===== src/rtl/branch_resolve_pkg.sv =====
// Shared types for the branch resolve stage: instruction encoding, flags and FSM states.
package branch_resolve_pkg;

  typedef logic [63:0] ulong_t;

  typedef enum logic [3:0] {
    NOP,
    ADD,
    SUB,
    CMP,
    JMP,
    JEQ,
    JNE,
    JLT,
    JGE,
    JSLT,
    JSGE
  } opcode_t;

  typedef struct packed {
    opcode_t op;
    ulong_t  arg0;
    ulong_t  arg1;
  } instruction_t;

  // n = unsigned less-than, z = equal, sn = signed less-than
  typedef struct packed {
    logic n;
    logic z;
    logic sn;
  } flags_t;

  typedef enum logic [1:0] {
    RUN,
    REDIRECT,
    FLUSH
  } brstate_t;

  function automatic logic is_branch(opcode_t op);
    return op inside {JMP, JEQ, JNE, JLT, JGE, JSLT, JSGE};
  endfunction

endpackage


===== src/rtl/branch_resolve_if.sv =====
// Handshake bundle between the compare stage, fetch redirect and the downstream consumer.
interface branch_resolve_if;
  import branch_resolve_pkg::*;

  logic         in_valid;
  logic         in_ready;
  instruction_t in_instr;
  logic         cmp_n;
  logic         cmp_z;
  logic         cmp_sn;
  logic         out_valid;
  logic         out_ready;
  instruction_t out_instr;
  logic         redirect_valid;
  logic         redirect_ready;
  ulong_t       redirect_pc;

  modport master (
    output in_valid, in_instr, cmp_n, cmp_z, cmp_sn, out_ready, redirect_ready,
    input  in_ready, out_valid, out_instr, redirect_valid, redirect_pc
  );

  modport slave (
    input  in_valid, in_instr, cmp_n, cmp_z, cmp_sn, out_ready, redirect_ready,
    output in_ready, out_valid, out_instr, redirect_valid, redirect_pc
  );

endinterface


===== src/rtl/branch_cond.sv =====
// Combinational branch decode: classifies the opcode and evaluates its condition on the flags.
module branch_cond
  import branch_resolve_pkg::*;
(
  input  opcode_t op,
  input  flags_t  flags,
  output logic    branch,
  output logic    taken
);

  // Condition table; non-branch opcodes are never taken
  always_comb begin
    branch = is_branch(op);
    taken  = 1'b0;
    case (op)
      JMP:     taken = 1'b1;
      JEQ:     taken = flags.z;
      JNE:     taken = !flags.z;
      JLT:     taken = flags.n;
      JGE:     taken = !flags.n;
      JSLT:    taken = flags.sn;
      JSGE:    taken = !flags.sn;
      default: taken = 1'b0;
    endcase
  end

endmodule


===== src/rtl/branch_resolve.sv =====
// Branch resolve stage: holds architectural flags, resolves jumps, redirects fetch and
// discards the wrong-path instructions already in flight behind a taken branch.
module branch_resolve
  import branch_resolve_pkg::*;
#(
  parameter int FLUSH_DEPTH = 2,
  parameter int CNT_W       = 32
) (
  input  logic              clk,
  input  logic              rst,
  branch_resolve_if.slave   bus,
  output logic [2:0]        flags_q,
  output logic [CNT_W-1:0]  taken_cnt,
  output logic [CNT_W-1:0]  ntaken_cnt
);

  localparam logic [3:0]       FLUSH_INIT = 4'(FLUSH_DEPTH);
  localparam logic [CNT_W-1:0] CNT_ONE    = {{(CNT_W-1){1'b0}}, 1'b1};

  brstate_t         state;
  brstate_t         state_nxt;
  flags_t           flags_r;
  logic [3:0]       flush_cnt;
  logic             in_ready_c;
  logic             accept;
  logic             br;
  logic             br_taken;
  logic             run_cmp;
  logic             run_fwd;
  logic             out_valid_r;
  instruction_t     out_instr_r;
  ulong_t           redirect_pc_r;
  logic [CNT_W-1:0] taken_r;
  logic [CNT_W-1:0] ntaken_r;

  branch_cond u_cond (
    .op     (bus.in_instr.op),
    .flags  (flags_r),
    .branch (br),
    .taken  (br_taken)
  );

  assign accept  = bus.in_valid && in_ready_c;
  assign run_cmp = (state == RUN) && accept && (bus.in_instr.op == CMP);
  assign run_fwd = (state == RUN) && accept && (bus.in_instr.op != CMP) && !br;

  // Next-state and handshake readiness; REDIRECT stalls input until fetch takes the target
  always_comb begin
    state_nxt  = state;
    in_ready_c = 1'b0;
    case (state)
      RUN: begin
        in_ready_c = !out_valid_r || bus.out_ready;
        if (accept && br && br_taken) state_nxt = REDIRECT;
      end
      REDIRECT: begin
        if (bus.redirect_ready) state_nxt = (FLUSH_DEPTH == 0) ? RUN : FLUSH;
      end
      FLUSH: begin
        in_ready_c = 1'b1;
        if (accept && flush_cnt == 4'd1) state_nxt = RUN;
      end
      default: state_nxt = RUN;
    endcase
  end

  // FSM, flags, redirect target, flush countdown and event counters
  always_ff @(posedge clk) begin
    if (rst) begin
      state         <= RUN;
      flags_r       <= '0;
      flush_cnt     <= '0;
      redirect_pc_r <= '0;
      taken_r       <= '0;
      ntaken_r      <= '0;
    end else begin
      state <= state_nxt;
      if (run_cmp) flags_r <= '{n: bus.cmp_n, z: bus.cmp_z, sn: bus.cmp_sn};
      if ((state == RUN) && accept && br) begin
        if (br_taken) begin
          redirect_pc_r <= bus.in_instr.arg0;
          taken_r       <= taken_r + CNT_ONE;
        end else begin
          ntaken_r <= ntaken_r + CNT_ONE;
        end
      end
      if (state == REDIRECT && bus.redirect_ready) flush_cnt <= FLUSH_INIT;
      else if (state == FLUSH && accept) flush_cnt <= flush_cnt - 4'd1;
    end
  end

  // One-entry output register; drains whenever downstream is ready, regardless of FSM state
  always_ff @(posedge clk) begin
    if (rst) begin
      out_valid_r <= 1'b0;
      out_instr_r <= '0;
    end else if (run_fwd) begin
      out_valid_r <= 1'b1;
      out_instr_r <= bus.in_instr;
    end else if (bus.out_ready) begin
      out_valid_r <= 1'b0;
    end
  end

  assign bus.in_ready       = in_ready_c;
  assign bus.out_valid      = out_valid_r;
  assign bus.out_instr      = out_instr_r;
  assign bus.redirect_valid = (state == REDIRECT);
  assign bus.redirect_pc    = redirect_pc_r;
  assign flags_q            = flags_r;
  assign taken_cnt          = taken_r;
  assign ntaken_cnt         = ntaken_r;

endmodule

===== src/flat_wrapper.sv =====
// flat-port wrapper written by rule: the top's interface ports become plain ports
module branch_resolve_flat import branch_resolve_pkg::*;
#(
  parameter int FLUSH_DEPTH = 2,
  parameter int CNT_W       = 32
)
  (clk, rst, flags_q, taken_cnt, ntaken_cnt, bus_in_valid, bus_in_instr, bus_cmp_n, bus_cmp_z, bus_cmp_sn, bus_out_ready, bus_redirect_ready, bus_in_ready, bus_out_valid, bus_out_instr, bus_redirect_valid, bus_redirect_pc);
  branch_resolve_if bus_i ();
  input  logic clk;
  input  logic rst;
  output logic [2:0] flags_q;
  output logic [CNT_W-1:0] taken_cnt;
  output logic [CNT_W-1:0] ntaken_cnt;
  input wire logic [$bits(bus_i.in_valid)-1:0] bus_in_valid;
  input wire logic [$bits(bus_i.in_instr)-1:0] bus_in_instr;
  input wire logic [$bits(bus_i.cmp_n)-1:0] bus_cmp_n;
  input wire logic [$bits(bus_i.cmp_z)-1:0] bus_cmp_z;
  input wire logic [$bits(bus_i.cmp_sn)-1:0] bus_cmp_sn;
  input wire logic [$bits(bus_i.out_ready)-1:0] bus_out_ready;
  input wire logic [$bits(bus_i.redirect_ready)-1:0] bus_redirect_ready;
  output wire logic [$bits(bus_i.in_ready)-1:0] bus_in_ready;
  output wire logic [$bits(bus_i.out_valid)-1:0] bus_out_valid;
  output wire logic [$bits(bus_i.out_instr)-1:0] bus_out_instr;
  output wire logic [$bits(bus_i.redirect_valid)-1:0] bus_redirect_valid;
  output wire logic [$bits(bus_i.redirect_pc)-1:0] bus_redirect_pc;
  assign bus_i.in_valid = bus_in_valid;
  assign bus_i.in_instr = bus_in_instr;
  assign bus_i.cmp_n = bus_cmp_n;
  assign bus_i.cmp_z = bus_cmp_z;
  assign bus_i.cmp_sn = bus_cmp_sn;
  assign bus_i.out_ready = bus_out_ready;
  assign bus_i.redirect_ready = bus_redirect_ready;
  assign bus_in_ready = bus_i.in_ready;
  assign bus_out_valid = bus_i.out_valid;
  assign bus_out_instr = bus_i.out_instr;
  assign bus_redirect_valid = bus_i.redirect_valid;
  assign bus_redirect_pc = bus_i.redirect_pc;
  branch_resolve #(.FLUSH_DEPTH(FLUSH_DEPTH), .CNT_W(CNT_W)) u_core (.clk(clk), .rst(rst), .bus(bus_i), .flags_q(flags_q), .taken_cnt(taken_cnt), .ntaken_cnt(ntaken_cnt));
endmodule

===== config.mk =====
export PLATFORM = sky130hd
export DESIGN_NAME = branch_resolve_flat
export DESIGN_NICKNAME = d
export VERILOG_FILES = /design/src/rtl/branch_resolve_pkg.sv /design/src/rtl/branch_resolve_if.sv /design/src/rtl/branch_cond.sv /design/src/rtl/branch_resolve.sv /design/src/flat_wrapper.sv
export SDC_FILE = /design/constraint.sdc
export NUM_CORES = 1
export LEC_CHECK = 0
export CAP_MARGIN = 15
export CORE_AREA = 2 2 157 159
export CTS_CLUSTER_DIAMETER = 100
export CTS_CLUSTER_SIZE = 16
export DETAILED_ROUTE_END_ITERATION = 8
export DIE_AREA = 0 0 159 161
export GPL_TIMING_DRIVEN = 0
export PLACE_DENSITY = 0.87
export SLEW_MARGIN = 5
export SYNTH_ARGS = -nofsm -noshare
export SYNTH_HDL_FRONTEND = slang
export SYNTH_SLANG_ARGS = --single-unit

===== constraint.sdc =====
create_clock -name clk -period 4.4 [get_ports clk]
set_input_delay 0.88 -clock clk [delete_from_list [all_inputs] [get_ports clk]]
set_output_delay 0.88 -clock clk [all_outputs]
set_load 0.005 [all_outputs]

# Word-level counts from Yosys, hierarchy flattened
# Index checks and enable logic that the tools add are counted.
# W data, S select, Z words.
# op_classes
n_mux	10
eq_ne	15
add_sub_neg	3
reduce_logical	25
n_bitwise	1
# op_table
cell	n
$add A32 B1 Y32 const B	2
$eq A4 B3 Y1 const B	4
$eq A4 B4 Y1 const B	3
$logic_and A1 B1 Y1	11
$mux W2	5
$pmux W1 S7	1
$reduce_bool A7 Y1	1
$pmux W2 S3	1
$logic_not A1 Y1	5
$eq A4 B1 Y1 const B	1
$eq A4 B2 Y1 const B	1
$ne A2 B2 Y1 const B	2
$ne A4 B2 Y1 const B	1
$reduce_and A2 Y1	2
$reduce_bool A2 Y1	2
$sub A4 B1 Y4 const B	1
$reduce_and A3 Y1	1
$eq A2 B1 Y1 const B	1
$eq A2 B2 Y1 const B	1
$logic_not A2 Y1	1
$mux W1	2
$ne A2 B1 Y1 const B	1
$pmux W1 S2	1
$reduce_or A2 Y1	1
other kinds (2)	2
# totals
register_bits	270
in_bits	140
wordCells	67

# Longest topological paths before layout
# logic_depth
word_depth	8
mapped_depth	8

# Cells and area by module
# From an unflattened synthesis, not the netlist that was laid out.
# hier_totals
hier_cells	1273
area_unflattened_um2	10221.1
# by_module_without_submodules
mod	area_per_inst_um2	seq_area_each_um2	cells_per_inst	instances
branch_resolve	10152.2	5405.2	1263	1
branch_cond	68.8	0.0	10	1

# Worst setup path after synthesis
# No wires, ideal clock.
# synth_path
kind	input-to-reg
from	input bus_in_instr[131]
to	register u_core.ntaken_r[31] (netlist: u_core.ntaken_cnt[31])
cell_stages	7
arrival_time_ps	2436
setup_time_ps	121
path_slack_ps	1843
n_path_buf	2
path_cell_list	buf_2 -> and3b_1 -> a22oi_4 -> nand4_4 -> buf_2 -> nor4_1 -> mux2_2
# synth_between
elab_chain_cells	4
# synth_rtl
element	line_no	rtl
start, declared	flat_wrapper.sv:15	input wire logic [$bits(bus_i.in_instr)-1:0] bus_in_instr;
$eq A4 B4 Y1 or $eq A4 B3 Y1 (tied branches)	branch_resolve_pkg.sv:40, branch_cond.sv:15	
$pmux W1 S7 or $reduce_bool A7 Y1 (tied branches)	branch_cond.sv:15, branch_resolve_pkg.sv:40	
$not A1 Y1 (no line) or $logic_and A1 B1 Y1 (tied branches)	-	
$reduce_and A2 Y1 (no line) (*)	-	
end signal, assigned	branch_resolve.sv:84	ntaken_r <= ntaken_r + CNT_ONE;
end, declared	branch_resolve.sv:34	logic [CNT_W-1:0] ntaken_r;
# Mark *: on every way between the ends. The rest lies on a longest branch, timed or not.
# A chain may end at the register's enable or synchronous reset.

# Worst setup path after layout
# layout_path
from	input bus_in_instr[130]
to	register u_core.out_instr_r, in the netlist u_core.bus.out_instr[62]
# layout_between
elab_chain_cells	4
# layout_rtl
element	line_no	rtl
$eq A4 B3 Y1 or $eq A4 B4 Y1 (tied branches)	branch_resolve_pkg.sv:40	return op inside {JMP, JEQ, JNE, JLT, JGE, JSLT, JSGE};
$reduce_bool A7 Y1	branch_resolve_pkg.sv:40	
$logic_not A1 Y1	branch_resolve.sv:45	assign run_fwd = (state == RUN) && accept && (bus.in_instr.op != CMP) && !br;
$logic_and A1 B1 Y1 (*)	branch_resolve.sv:45	
end signal, assigned	branch_resolve.sv:99	out_instr_r <= bus.in_instr;
end, declared	branch_resolve.sv:31	instruction_t out_instr_r;
# Marks and branches as above.

==> results.txt <==
* Final slew viol count: 0
- Top-count cell post-synth: sky130_fd_sc_hd__nand2_1
* Critical path class: input port to register
- OpenSTA, run right after detailed placement, puts the worst setup slack at 658.0 ps.
- For this run, the total global-route usage over all layers was measured as 26.82%.
* Synthesized netlist net count: 1452
- Post-Route WL: 36.45 mm
- The count of buffers added on input and output ports is 403.
- The routed design could run at a clock period as short as 3218 ps.
* Leading post-synthesis cells by instance count: sky130_fd_sc_hd__nand2_1, sky130_fd_sc_hd__dfxtp_1, sky130_fd_sc_hd__a21oi_1
* Num ports: 406
* Pwr per Cell Area: 321.3 nW/µm²
- STA classifies the critical path endpoint as a register.
- Initial DRC count: 784
- Summed over all cells, the static leakage comes to 0.005185 µW.
- Num CTS Buffers: 20
- From synthesis to final layout, the design area changed by 47.69%.
- For the worst setup path, the data required time is 4830 ps.
- Setup slack after layout: 1182 ps
- Nets: 1877
* Gate count after technology mapping: 1308
- After synthesis, the netlist uses 52 different library cells.
- Number of global-route vias before repair: 10640
* Number of iterations in the first detailed-routing pass: 5
- The final route contains 11100 vias.
* HPWL reported at the end of detailed placement: 27.73 mm
- Die area: 25600 µm²
- Share of synthesized flip-flops with an asynchronous set or reset: 0%
* First-pass GRT wire length: 55.99 mm
- Routability-driven placement finished with a final weighted congestion of 0.8930.
- The repair_antennas step left the layout with diodes totalling 0.
- Once detail routing completed, the nets flagged for antenna violations numbered 0.
* Share of post-route cells with drive strength above 1: 3.808%
* Mean routed wirelength per cell: 17.72 µm
* Pin count of the biggest net entering global routing: 17
* Number of enable flip-flop cells after synthesis: 0
- Setup repair after global routing left no endpoint under its margin.
* Clk slew on worst S/H paths: 70 ps
* Setup tns final: 0 ps
- For the pin with the worst max-slew slack, the measured transition is 700.0 ps.
- Clock Root Buffer: sky130_fd_sc_hd__clkbuf_16
- Sequential cells were found to cover 51.77% of the synthesized design area.
- Width of the die: 159 µm
- Each instance of the synthesized netlist takes up on average 7.982 µm².
- Fin crit share: 73.13%
- TritonCTS built the clock tree.
* Critical path peak fanout: 10
* CTS Buffer Depth: 3
* DRC Markers: 0
* Core ar.: 23960 µm²
* H-tree level count: 1
* Class of the tightest hold or removal check: register to register
- Number of cell rows: 57
- Number of buffers added for setup after CTS: 0
- Post-synth top area cell: sky130_fd_sc_hd__dfxtp_1
- The synthesized netlist occupies a cell area of 10440 µm².
* Number of register bits inferred by synthesis: 270
* Arrival time of data at the critical path endpoint: 3650 ps
- Finished Layout Cells: 2057
* Warnings from Yosys: 0
- Post-synth top area share: 51.77%
- Clock network latency to the later pin of the worst-skew pair: 510 ps
- Starting density of the core: 43.57%
* Total overflow reported by the global router: 0
* Num Clock Sinks: 270
* Maximum vdd ir drop: 0.0003000 V
* Result of the run: complete, no violations
* Via density per instance: 5.396
- Max Cap Violations: 0
* Worst-case clock skew: 12.23 ps
* Setup violations, final: 0
- Leading cell types by total area after synthesis: sky130_fd_sc_hd__dfxtp_1, sky130_fd_sc_hd__nand2_1, sky130_fd_sc_hd__a21oi_1, sky130_fd_sc_hd__clkbuf_1, sky130_fd_sc_hd__o31ai_1
- For this run, the top clock speed supported by timing is 0.3108 GHz.
* Hold buffer count at cts: 0
- Including well taps, the total number of placed cells is 2035.
* Critical path launch point type: input port
* Endpoints failing hold: 0
- Number of gates resized after CTS: 0
* Number of antenna violations at the first check in global routing: 0
* Relative max-transition margin: 53.33%
- Final worst hold slack: 455.0 ps
* Top_reg_cell synth: sky130_fd_sc_hd__dfxtp_1
* Y dimension of the die: 161 µm
kinds of logic (layout without fill, tap and decap cells):
logic type / after synthesis / after routing / share of synthesized area [%]
simple gates: 587 / 587 / 24.98
compound gates: 333 / 333 / 17.41
flops: 270 / 270 / 51.77
buf+inv: 100 / 525 / 4.051
mux: 8 / 8 / 0.8030
xor+xnor: 6 / 6 / 0.5034
fa+ha+maj: 4 / 4 / 0.4794
routing by layer:
metal | track usage, % | up-vias | routed length, µm
li1 | - | 5309 | -
met1 | 31.61 | 5232 | 14300
met2 | 47.08 | 465 | 17760
met3 | 6.035 | 93 | 2830
met4 | 11.57 | 0 | 1556
met5 | 0 | - | 0
placed cells by master, fill, tap and decap left out, types with 2 or more instances in the layout:
| cell type | synthesis | layout |
|---|---|---|
| sky130_fd_sc_hd__dfxtp_1 | 270 | 270 |
| sky130_fd_sc_hd__nand2b_1 | 4 | 4 |
| sky130_fd_sc_hd__o21ai_0 | 33 | 33 |
| sky130_fd_sc_hd__or3_1 | 28 | 28 |
| sky130_fd_sc_hd__and4_1 | 4 | 4 |
| sky130_fd_sc_hd__buf_2 | 29 | 29 |
| sky130_fd_sc_hd__o31ai_1 | 24 | 24 |
| sky130_fd_sc_hd__clkdlybuf4s50_1 | 0 | 403 |
| sky130_fd_sc_hd__nor2b_1 | 6 | 6 |
| sky130_fd_sc_hd__o2111ai_1 | 2 | 2 |
| sky130_fd_sc_hd__clkbuf_16 | 0 | 21 |
| sky130_fd_sc_hd__nand4_1 | 21 | 21 |
| sky130_fd_sc_hd__a21oi_1 | 259 | 259 |
| sky130_fd_sc_hd__nor3_1 | 4 | 4 |
| sky130_fd_sc_hd__and3_1 | 15 | 15 |
| sky130_fd_sc_hd__clkbuf_1 | 59 | 59 |
| sky130_fd_sc_hd__xor2_1 | 2 | 2 |
| sky130_fd_sc_hd__nand3_1 | 17 | 17 |
| sky130_fd_sc_hd__nand2_1 | 421 | 421 |
| sky130_fd_sc_hd__inv_1 | 8 | 8 |
| sky130_fd_sc_hd__nor2_1 | 28 | 28 |
| sky130_fd_sc_hd__buf_4 | 3 | 3 |
| sky130_fd_sc_hd__xnor2_1 | 4 | 4 |
| sky130_fd_sc_hd__mux2i_1 | 5 | 5 |
| sky130_fd_sc_hd__ha_1 | 4 | 4 |
| sky130_fd_sc_hd__or4_1 | 24 | 24 |
| sky130_fd_sc_hd__nor4_1 | 2 | 2 |
| sky130_fd_sc_hd__nand3b_1 | 3 | 3 |
| sky130_fd_sc_hd__mux2_2 | 3 | 3 |
| sky130_fd_sc_hd__nand4b_1 | 2 | 2 |
flip-flops by register name, summed over array words and instances (netlist names):
name / flops
u_core.bus.out_instr: 132
u_core.bus.redirect_pc: 64
u_core.ntaken_cnt: 32
u_core.taken_cnt: 32
u_core.flush_cnt: 4
u_core.flags_q: 3
u_core.state: 2
u_core.bus.out_valid: 1
critical path, cell delays in order:
cell	delay [ps]
sky130_fd_sc_hd__clkdlybuf4s50_1	540
sky130_fd_sc_hd__a21oi_1	290
sky130_fd_sc_hd__xnor2_1	170
sky130_fd_sc_hd__nand2b_1	160
sky130_fd_sc_hd__clkbuf_1	230
sky130_fd_sc_hd__clkbuf_1	550
sky130_fd_sc_hd__clkbuf_1	540
sky130_fd_sc_hd__nand2_1	120
sky130_fd_sc_hd__a21oi_1	150
path summary, 6_finish.rpt:
path                             from                       end  slack [ps]  cells after the start
min          u_core.bus.out_instr[11]  u_core.bus.out_instr[11]         460                      2
max reg2reg           u_core.state[0]  u_core.bus.out_instr[62]        1760                      8
min reg2reg  u_core.bus.out_instr[11]  u_core.bus.out_instr[11]         460                      2
max                 bus_in_instr[130]  u_core.bus.out_instr[62]        1180                      9
report_power, final:
part	switching (µW)	internal (µW)	leakage [µW]
registers	51.2	2530	0.00219
logic	328	344	0.00273
clock network	837	861	0.000266
total	1220	3740	0.00518
per-stage QoR:
step / utilization [%] / power [µW] / area [µm²]
after floorplan: - / 2884 / 10440
after global routing: 64.34 / 5134 / 15420
after CTS: 64.34 / 4987 / 15420
after detailed placement: 62.09 / 3308 / 14880
after global placement: 62.09 / 3290 / 14880
final: 64.34 / 4955 / 15420
final cells by class:
| class | instances | area, µm² |
|---|---|---|
| Sequential cell | 270 | 5405 |
| Multi-Input combinational cell | 938 | 4612 |
| Fill cell | 1984 | 8544 |
| Clock buffer | 22 | 539.3 |
| Buffer | 92 | 392.9 |
| Timing Repair Buffer | 403 | 4034 |
| Tap cell | 324 | 405.4 |
| Inverter | 8 | 30.03 |
No activity file was read; power rests on OpenSTA's default activity.
